**src/rtl/interrupt_dispatch.sv**
```systemverilog
// interrupt_dispatch
//   CPU-side interrupt responder. Priority-encodes pending = IF & IE
//   (bit0 highest), owns the master enable IME with EI/DI/RETI semantics,
//   sequences dispatch with the core (REQ -> PUSH -> JUMP), hands back the
//   restart vector and issues the IF-bit clear. Also produces the HALT wake.
//
//   Optional feature macro: INT_DISPATCH_CANCEL_EN
//     defined   : pending is re-sampled in the PUSH_DONE cycle; if nothing is
//                 pending then, the vector is 16'h0000 and no IF clear issues.
//     undefined : the source latched when the request was raised is final.
//
//   Ports
//     I_CLOCK, I_RESET_L        clock (rising edge), async active-low reset
//     I_IF, I_IE                request flags / enable bits (5 sources)
//     I_EI, I_DI, I_RETI        one-cycle instruction pulses
//     I_INSTR_BOUNDARY, I_HALT  core status
//     I_INT_ACK, I_PUSH_DONE    core handshake strobes
//     O_INT_REQ, O_JUMP, O_VECTOR, O_IF_CLR, O_IF_CLR_LOAD,
//     O_IME, O_WAKE, O_BUSY     dispatch outputs
//
//   state | meaning
//   IDLE  | no dispatch in progress, watching instruction boundaries
//   REQ   | dispatch requested, waiting for core ack
//   PUSH  | core pushing PC, waiting for push done
//   JUMP  | one cycle: vector valid, PC load, IF clear strobe
module interrupt_dispatch #(
  parameter logic [15:0] VEC_BASE   = 16'h0040,
  parameter int          VEC_STRIDE = 8
) (
  input  logic        I_CLOCK,
  input  logic        I_RESET_L,
  input  logic [4:0]  I_IF,
  input  logic [4:0]  I_IE,
  input  logic        I_EI,
  input  logic        I_DI,
  input  logic        I_RETI,
  input  logic        I_INSTR_BOUNDARY,
  input  logic        I_HALT,
  input  logic        I_INT_ACK,
  input  logic        I_PUSH_DONE,
  output logic        O_INT_REQ,
  output logic        O_JUMP,
  output logic [15:0] O_VECTOR,
  output logic [4:0]  O_IF_CLR,
  output logic        O_IF_CLR_LOAD,
  output logic        O_IME,
  output logic        O_WAKE,
  output logic        O_BUSY
);

  typedef enum logic [1:0] {
    ST_IDLE = 2'd0,
    ST_REQ  = 2'd1,
    ST_PUSH = 2'd2,
    ST_JUMP = 2'd3
  } state_t;

  state_t      state_q, state_d;
  logic        ime_q;
  logic        ei_delay_q;
  logic [4:0]  pending;
  logic        dispatch_go;
  logic        busy;
  logic        final_valid;
  logic [2:0]  final_idx;
  logic [15:0] vector_q;
  logic [4:0]  if_clr_q;
  logic        if_clr_load_q;

  function automatic logic [2:0] lowest_idx(input logic [4:0] v);
    logic [2:0] idx;
    idx = 3'd0;
    for (int i = 4; i >= 0; i--) begin
      if (v[i]) idx = 3'(i);
    end
    return idx;
  endfunction

  function automatic logic [15:0] vec_of(input logic [2:0] idx);
    return VEC_BASE + 16'(VEC_STRIDE) * {13'd0, idx};
  endfunction

  assign pending     = I_IF & I_IE;
  // Uses the registered IME, so the boundary that promotes a delayed EI
  // cannot itself dispatch.
  assign dispatch_go = I_INSTR_BOUNDARY & ime_q & (|pending);
  assign busy        = (state_q == ST_REQ) || (state_q == ST_PUSH);

`ifdef INT_DISPATCH_CANCEL_EN
  assign final_valid = |pending;
  assign final_idx   = lowest_idx(pending);
`else
  logic [2:0] idx_q;

  always_ff @(posedge I_CLOCK or negedge I_RESET_L) begin
    if (!I_RESET_L) begin
      idx_q <= 3'd0;
    end else if (state_q == ST_IDLE && dispatch_go) begin
      idx_q <= lowest_idx(pending);
    end
  end

  assign final_valid = 1'b1;
  assign final_idx   = idx_q;
`endif

  always_ff @(posedge I_CLOCK or negedge I_RESET_L) begin
    if (!I_RESET_L) begin
      state_q <= ST_IDLE;
    end else begin
      state_q <= state_d;
    end
  end

  always_comb begin
    state_d = state_q;
    case (state_q)
      ST_IDLE: if (dispatch_go) state_d = ST_REQ;
      ST_REQ:  if (I_INT_ACK) state_d = ST_PUSH;
      ST_PUSH: if (I_PUSH_DONE) state_d = ST_JUMP;
      ST_JUMP: state_d = ST_IDLE;
      default: state_d = ST_IDLE;
    endcase
  end

  // IME / delayed-EI. Ack always wins; DI beats EI and RETI; pulses that
  // arrive while the sequence is busy are dropped.
  always_ff @(posedge I_CLOCK or negedge I_RESET_L) begin
    if (!I_RESET_L) begin
      ime_q      <= 1'b0;
      ei_delay_q <= 1'b0;
    end else if (state_q == ST_REQ && I_INT_ACK) begin
      ime_q <= 1'b0;
    end else if (!busy) begin
      if (I_DI) begin
        ime_q      <= 1'b0;
        ei_delay_q <= 1'b0;
      end else begin
        if (I_RETI || (I_INSTR_BOUNDARY && ei_delay_q)) ime_q <= 1'b1;
        if (I_INSTR_BOUNDARY && ei_delay_q) ei_delay_q <= 1'b0;
        if (I_EI) ei_delay_q <= 1'b1;
      end
    end
  end

  always_ff @(posedge I_CLOCK or negedge I_RESET_L) begin
    if (!I_RESET_L) begin
      vector_q      <= 16'h0000;
      if_clr_q      <= 5'b00000;
      if_clr_load_q <= 1'b0;
    end else if (state_q == ST_PUSH && I_PUSH_DONE) begin
      if (final_valid) begin
        vector_q      <= vec_of(final_idx);
        if_clr_q      <= 5'b00001 << final_idx;
        if_clr_load_q <= 1'b1;
      end else begin
        vector_q      <= 16'h0000;
        if_clr_q      <= 5'b00000;
        if_clr_load_q <= 1'b0;
      end
    end else begin
      if_clr_load_q <= 1'b0;
    end
  end

  assign O_INT_REQ     = (state_q == ST_REQ);
  assign O_BUSY        = busy;
  assign O_JUMP        = (state_q == ST_JUMP);
  assign O_VECTOR      = vector_q;
  assign O_IF_CLR      = if_clr_q;
  assign O_IF_CLR_LOAD = if_clr_load_q;
  assign O_IME         = ime_q;
  assign O_WAKE        = I_HALT & (|pending);

endmodule

```
**config.mk**
```make
export PLATFORM = sky130hd
export DESIGN_NAME = interrupt_dispatch
export DESIGN_NICKNAME = d
export VERILOG_FILES = /design/src/rtl/interrupt_dispatch.sv
export SDC_FILE = /design/constraint.sdc
export NUM_CORES = 1
export LEC_CHECK = 0
export BUFFER_PORTS_ARGS = -buffer_cell sky130_fd_sc_hd__buf_2
export CORE_ASPECT_RATIO = 0.8
export CORE_MARGIN = 2
export CORE_UTILIZATION = 44
export CTS_CLUSTER_DIAMETER = 30
export CTS_CLUSTER_SIZE = 24
export DETAILED_ROUTE_END_ITERATION = 8
export GPL_TIMING_DRIVEN = 0
export HOLD_SLACK_MARGIN = 0.12
export PLACE_DENSITY_LB_ADDON = 0.12
export SLEW_MARGIN = 15
export SYNTH_ARGS = -nofsm -noshare
export SYNTH_HDL_FRONTEND = slang
export SYNTH_SLANG_ARGS = --single-unit
```
**constraint.sdc**
```tcl
create_clock -name I_CLOCK -period 1.9 [get_ports I_CLOCK]
set_input_delay 0.285 -clock I_CLOCK [delete_from_list [all_inputs] [get_ports I_CLOCK]]
set_output_delay 0.285 -clock I_CLOCK [all_outputs]
set_load 0.01 [all_outputs]
```
## Word level (Yosys, flattened, before mapping)

Cells that the tools add are included.

- Add/sub/neg operators: 1
- Multipliers: 0
- Divide/modulo/power cells: 0
- Order comparisons: 0
- Equality and inequality tests: 7
- Shift-type cells: 1
- Multiplexer cells: 17
- Bitwise logic cells: 6
- Reductions and logical operators: 13

Operators with widths:

| cell | number |
|---|---|
| 3-bit 2-to-1 mux | 5 |
| 7-bit by 6-bit adder with 8-bit output (first input constant) | 1 |
| 1-bit 2-to-1 mux | 8 |
| 2-bit case mux with 4 select lines | 1 |
| 2-bit 2-to-1 mux | 3 |
| 2-bit inequality test (second input constant) | 3 |
| 3-bit AND reduction | 2 |
| 3-bit nonzero test | 2 |
| 5-bit AND | 1 |
| 5-bit OR reduction | 1 |
| 1-bit by 3-bit left shift with 5-bit output (first input constant) | 1 |
| 2-bit == test (second input constant) | 2 |
| 1-bit logical AND | 4 |
| 1-bit AND | 3 |
| 2-bit by 1-bit == test with 1-bit output (second input constant) | 1 |
| 2-bit logical NOT | 1 |
| 1-bit logical OR | 2 |
| 2-bit by 1-bit inequality test with 1-bit output (second input constant) | 1 |
| 1-bit NOT | 2 |
| 2-bit AND reduction | 1 |

- Register bits: 29
- Bits in latches: 0
- Memory bits (writable): 0
- Bits in read-only memories: 0
- Input bits: 19
- Output and inout bits: 27
- Logic and storage cells: 52
- Memories: 0

## Depth between registers and ports, before layout

- Depth in word-level cells: 6
- Mapped depth: 6
- Depth with buffers taken out: 6

## Worst setup path before layout

No wires, ideal clock.

- Path kind: flip-flop to flip-flop
- Start point: register state_q[1]
- End point: register state_q[1]
- Arrival time: 1.563 ns
- Required time: 1.772 ns
- Setup slack: 0.210 ns
- Stages on the path, launching flop included: 7
- Clock period less this slack: 1.690 ns
- Cell sequence: dfrtp_1 inv_1 ha_1 nor2b_1 a221o_1 a31oi_2 mux2_1

- Word-level cells in the longest chain between the ends: 3

RTL lines:

| element | line | source |
|---|---|---|
| start: declaration | 58 | `state_t state_q, state_d;` |
| start signal: assignment | 111 | `state_q <= state_d;` |
| 2-bit by 1-bit == test with 1-bit output (*) | n/a |  |
| net O_INT_REQ | 41 | `output logic O_INT_REQ,` |
| 2-bit inequality test (no line) | n/a |  |
| 3-bit AND reduction (no line) | n/a |  |

The timed path passes the listed nets; every way through them passes the cells marked *.
A chain may end at the register's enable or synchronous reset.

## Worst setup path in the final report

- Start point: register state_q[1]
- End point: register state_q[1]

- Word-level cells in the longest chain between the ends: 3

RTL lines:

| element | line | source |
|---|---|---|
| 2-bit == test (tied with other cells) | 117 | `case (state_q)` |
| 2-bit inequality test (no line) | n/a |  |
| 3-bit AND reduction (no line) | n/a |  |

Parallel ways exist; a longest one is shown, timed or not.

==> metrics.txt <==
top flip-flop cell by instance count after synthesis=sky130_fd_sc_hd__dfrtp_1; setup repair after global routing missed its margin=false; share of the cycle needed by the critical path after routing=between 90 and 100%; netlist area before placement=920 um2; Synth top area share=a little under half; global-route wire length before repair=2.78 mm; Final setup viols=0; Startpoint Class=register; master cell of the clock root buffer=sky130_fd_sc_hd__clkbuf_4; via count=roughly 800; max-capacitance violation count=0; total congestion overflow=0; number of violations reported at the end of detailed-routing iteration 0=11; largest cells by area after synthesis=sky130_fd_sc_hd__dfrtp_1 (46%), sky130_fd_sc_hd__buf_4 (9.8%), sky130_fd_sc_hd__a22o_1 (5.7%); RePlAce Congestion=0.755; total half-perimeter wirelength after legalization and detailed placement=around 1.4 mm; fin. max-slew vios=0; Critical Path RT=2.07 ns; Total Routing Usage GR=about 16%; Non-Filler Cell Area, Final=1190 um2; area enclosed by the die boundary=2470 um2; Post-Syn Area per Cell=~10 um2; cell with the most instances after synthesis=sky130_fd_sc_hd__dfrtp_1; type of the setup path with the least slack=reg2reg; Clk pwr share=approximately an eighth; Placed Area=about 1200 um2; proportion of power drawn by flip-flops and latches=40.4%; Cell variety after synth=30; path type of the worst min-delay path=in2reg; TritonCTS clock tree=built; number of enable flip-flop cells after synthesis=0; power density cells=1250 nW/um2; wirelength, routed=1.76 mm; filler-free cell count of the finished design=162; cell row count=14; Port Buffers=33; minimum clock period=1.77 ns; I/O Pins=46; Initial Util=47.7%; register bit total from synthesis=17; Final Hold Vio Count=0; power spent charging and discharging nets=582 uW; DRC Markers=0; standard cell core area=about 1900 um2; antenna violation net count after detailed routing=0; crit-path max FO=5; proportion of synthesized chip area in sequential cells=a little under half; highest clock frequency the design can meet=565 MHz; number of detailed-routing iterations run before antenna repair=5; count of nets after finishing=approximately 160; Critical Path AT=1.94 ns; growth of design area from synthesis to finish=29.7%; final worst clock skew=0.00529 ns; clock tree buffer depth=2; clock slew at reported path FFs=0.09 ns; total of warnings raised by yosys=0; Comb power frac=46.8%; maximum number of pins on one net before global-route repair=18; width of the die=around 55 um; standby leakage power=0.000652 uW; Commonest cells post-synth=sky130_fd_sc_hd__dfrtp_1 (17), sky130_fd_sc_hd__buf_4 (12), sky130_fd_sc_hd__nand2_1 (9), sky130_fd_sc_hd__a22o_1 (6), sky130_fd_sc_hd__inv_1 (6); result of the run=finished clean; clock buffers created by TritonCTS=3; number of instances in the synthesized netlist=89; number of fill cells=177; number of inserted diodes=0; CTS HTree Levels=1; via count of the first global-routing pass=673; vias per std cell=4.81; routed wire length per instance=10.8 um; switching power as a share of total power=39.1%; cell taking the most area after synthesis=sky130_fd_sc_hd__dfrtp_1; type of destination of the critical path=register; post-cts repair resize count=0; die boundary height=44.9 um; clock network latency to the later pin of the worst-skew pair=0.29 ns; clock tree sinks=17; maximum VDD drop=0.000654 V; internal power=907 uW; Placed Instances=~160; number of hold buffers added after CTS=1; post-layout power=1490 uW; # Post-CTS Setup Buffers=0; share of layout cells above drive strength 1=38.4%; TNS Setup=0 ns; FFs w/ async S/R, synth=100%; initial antenna violation count=0
==> cell usage in the layout, fill, tap and decap left out, types with 3 or more instances in the layout <==
| cell | count |
|---|---|
| sky130_fd_sc_hd__clkbuf_4 | 3 |
| sky130_fd_sc_hd__ha_1 | 4 |
| sky130_fd_sc_hd__buf_4 | 12 |
| sky130_fd_sc_hd__buf_2 | 33 |
| sky130_fd_sc_hd__o22ai_1 | 3 |
| sky130_fd_sc_hd__nand2_1 | 9 |
| sky130_fd_sc_hd__inv_1 | 6 |
| sky130_fd_sc_hd__dfrtp_1 | 17 |
| sky130_fd_sc_hd__nor2_1 | 3 |
| sky130_fd_sc_hd__mux2_1 | 3 |
| sky130_fd_sc_hd__o21ai_1 | 3 |
| sky130_fd_sc_hd__a22o_1 | 6 |
| sky130_fd_sc_hd__conb_1 | 12 |
==> logic make-up after synthesis <==
group	Yosys count	synth area share, %
compound gates	23	19.6
simple gates	21	11.6
buf+inv	20	13.1
flops	17	46.3
fa+ha+maj	4	5.44
mux	3	3.67
other cells	1	0.408
==> metal layers <==
layer  up-vias  part of all wire [%]  track usage [%]
met4         0                   2.4             10.2
met2        39                    40             24.3
met1       345                    49             21.3
li1        392                     -                -
met5         -                     0                0
met3         4                   8.0             2.98
==> metrics by stage <==
stage | hold WS, ns | worst slack [ns] | util (%)
2_1_floorplan | -0.0106 | 0.210 | -
3_5_place_dp | 0.222 | 0.128 | 60.0
6_report | 0.190 | 0.130 | 61.9
3_3_place_gp | 0.222 | 0.176 | 60.0
4_1_cts | 0.176 | 0.110 | 61.9
5_1_grt | 0.184 | 0.0165 | 61.9
==> power groups by stage <==
stage / logic (uW) / clock network (uW) / registers (uW)
5_1_grt: 781 / 210 / 622
2_1_floorplan: 452 / 0 / 624
6_report: 697 / 190 / 601
4_1_cts: 704 / 197 / 602
3_5_place_dp: 700 / 0 / 610
3_3_place_gp: 673 / 0 / 602
==> critical path, stage by stage (launching register included) <==
cell                      delay [ns]
sky130_fd_sc_hd__dfrtp_1        0.40
sky130_fd_sc_hd__inv_1          0.07
sky130_fd_sc_hd__ha_1           0.22
sky130_fd_sc_hd__nor2b_1        0.16
sky130_fd_sc_hd__a221o_1        0.28
sky130_fd_sc_hd__a31oi_2        0.18
sky130_fd_sc_hd__mux2_1         0.35
==> worst paths after layout <==
check                      slack (ns)   startpoint           to  cells past startpoint
max                              0.13   state_q[1]   state_q[1]                      6
min                              0.19         I_DI   ei_delay_q                      2
max reg2reg                      0.13   state_q[1]   state_q[1]                      6
min reg2reg                      0.48  O_VECTOR[6]  O_VECTOR[6]                      1
max in group asynchronous        1.19    I_RESET_L   state_q[0]                      2
min in group asynchronous        0.44    I_RESET_L  O_IF_CLR[4]                      2
==> layout make-up <==
| cell class | instances | area (um2) | area share, % |
|---|---|---|---|
| Sequential cell | 17 | 425 | 35.7 |
| Multi-Input combinational cell | 63 | 415 | 34.8 |
| Timing Repair Buffer | 34 | 175 | 14.7 |
| Buffer | 13 | 93.8 | 7.87 |
| Tap cell | 24 | 30.0 | 2.52 |
| Clock buffer | 4 | 26.3 | 2.20 |
| Inverter | 7 | 26.3 | 2.20 |
==> registers in the layout, indices dropped and copies added (netlist names) <==
signal         count
O_IF_CLR           5
final_idx          3
O_IF_CLR_LOAD      1
ei_delay_q         1
O_IME              1
state_q            2
O_VECTOR           4
Power figures use the tool's default switching activity.
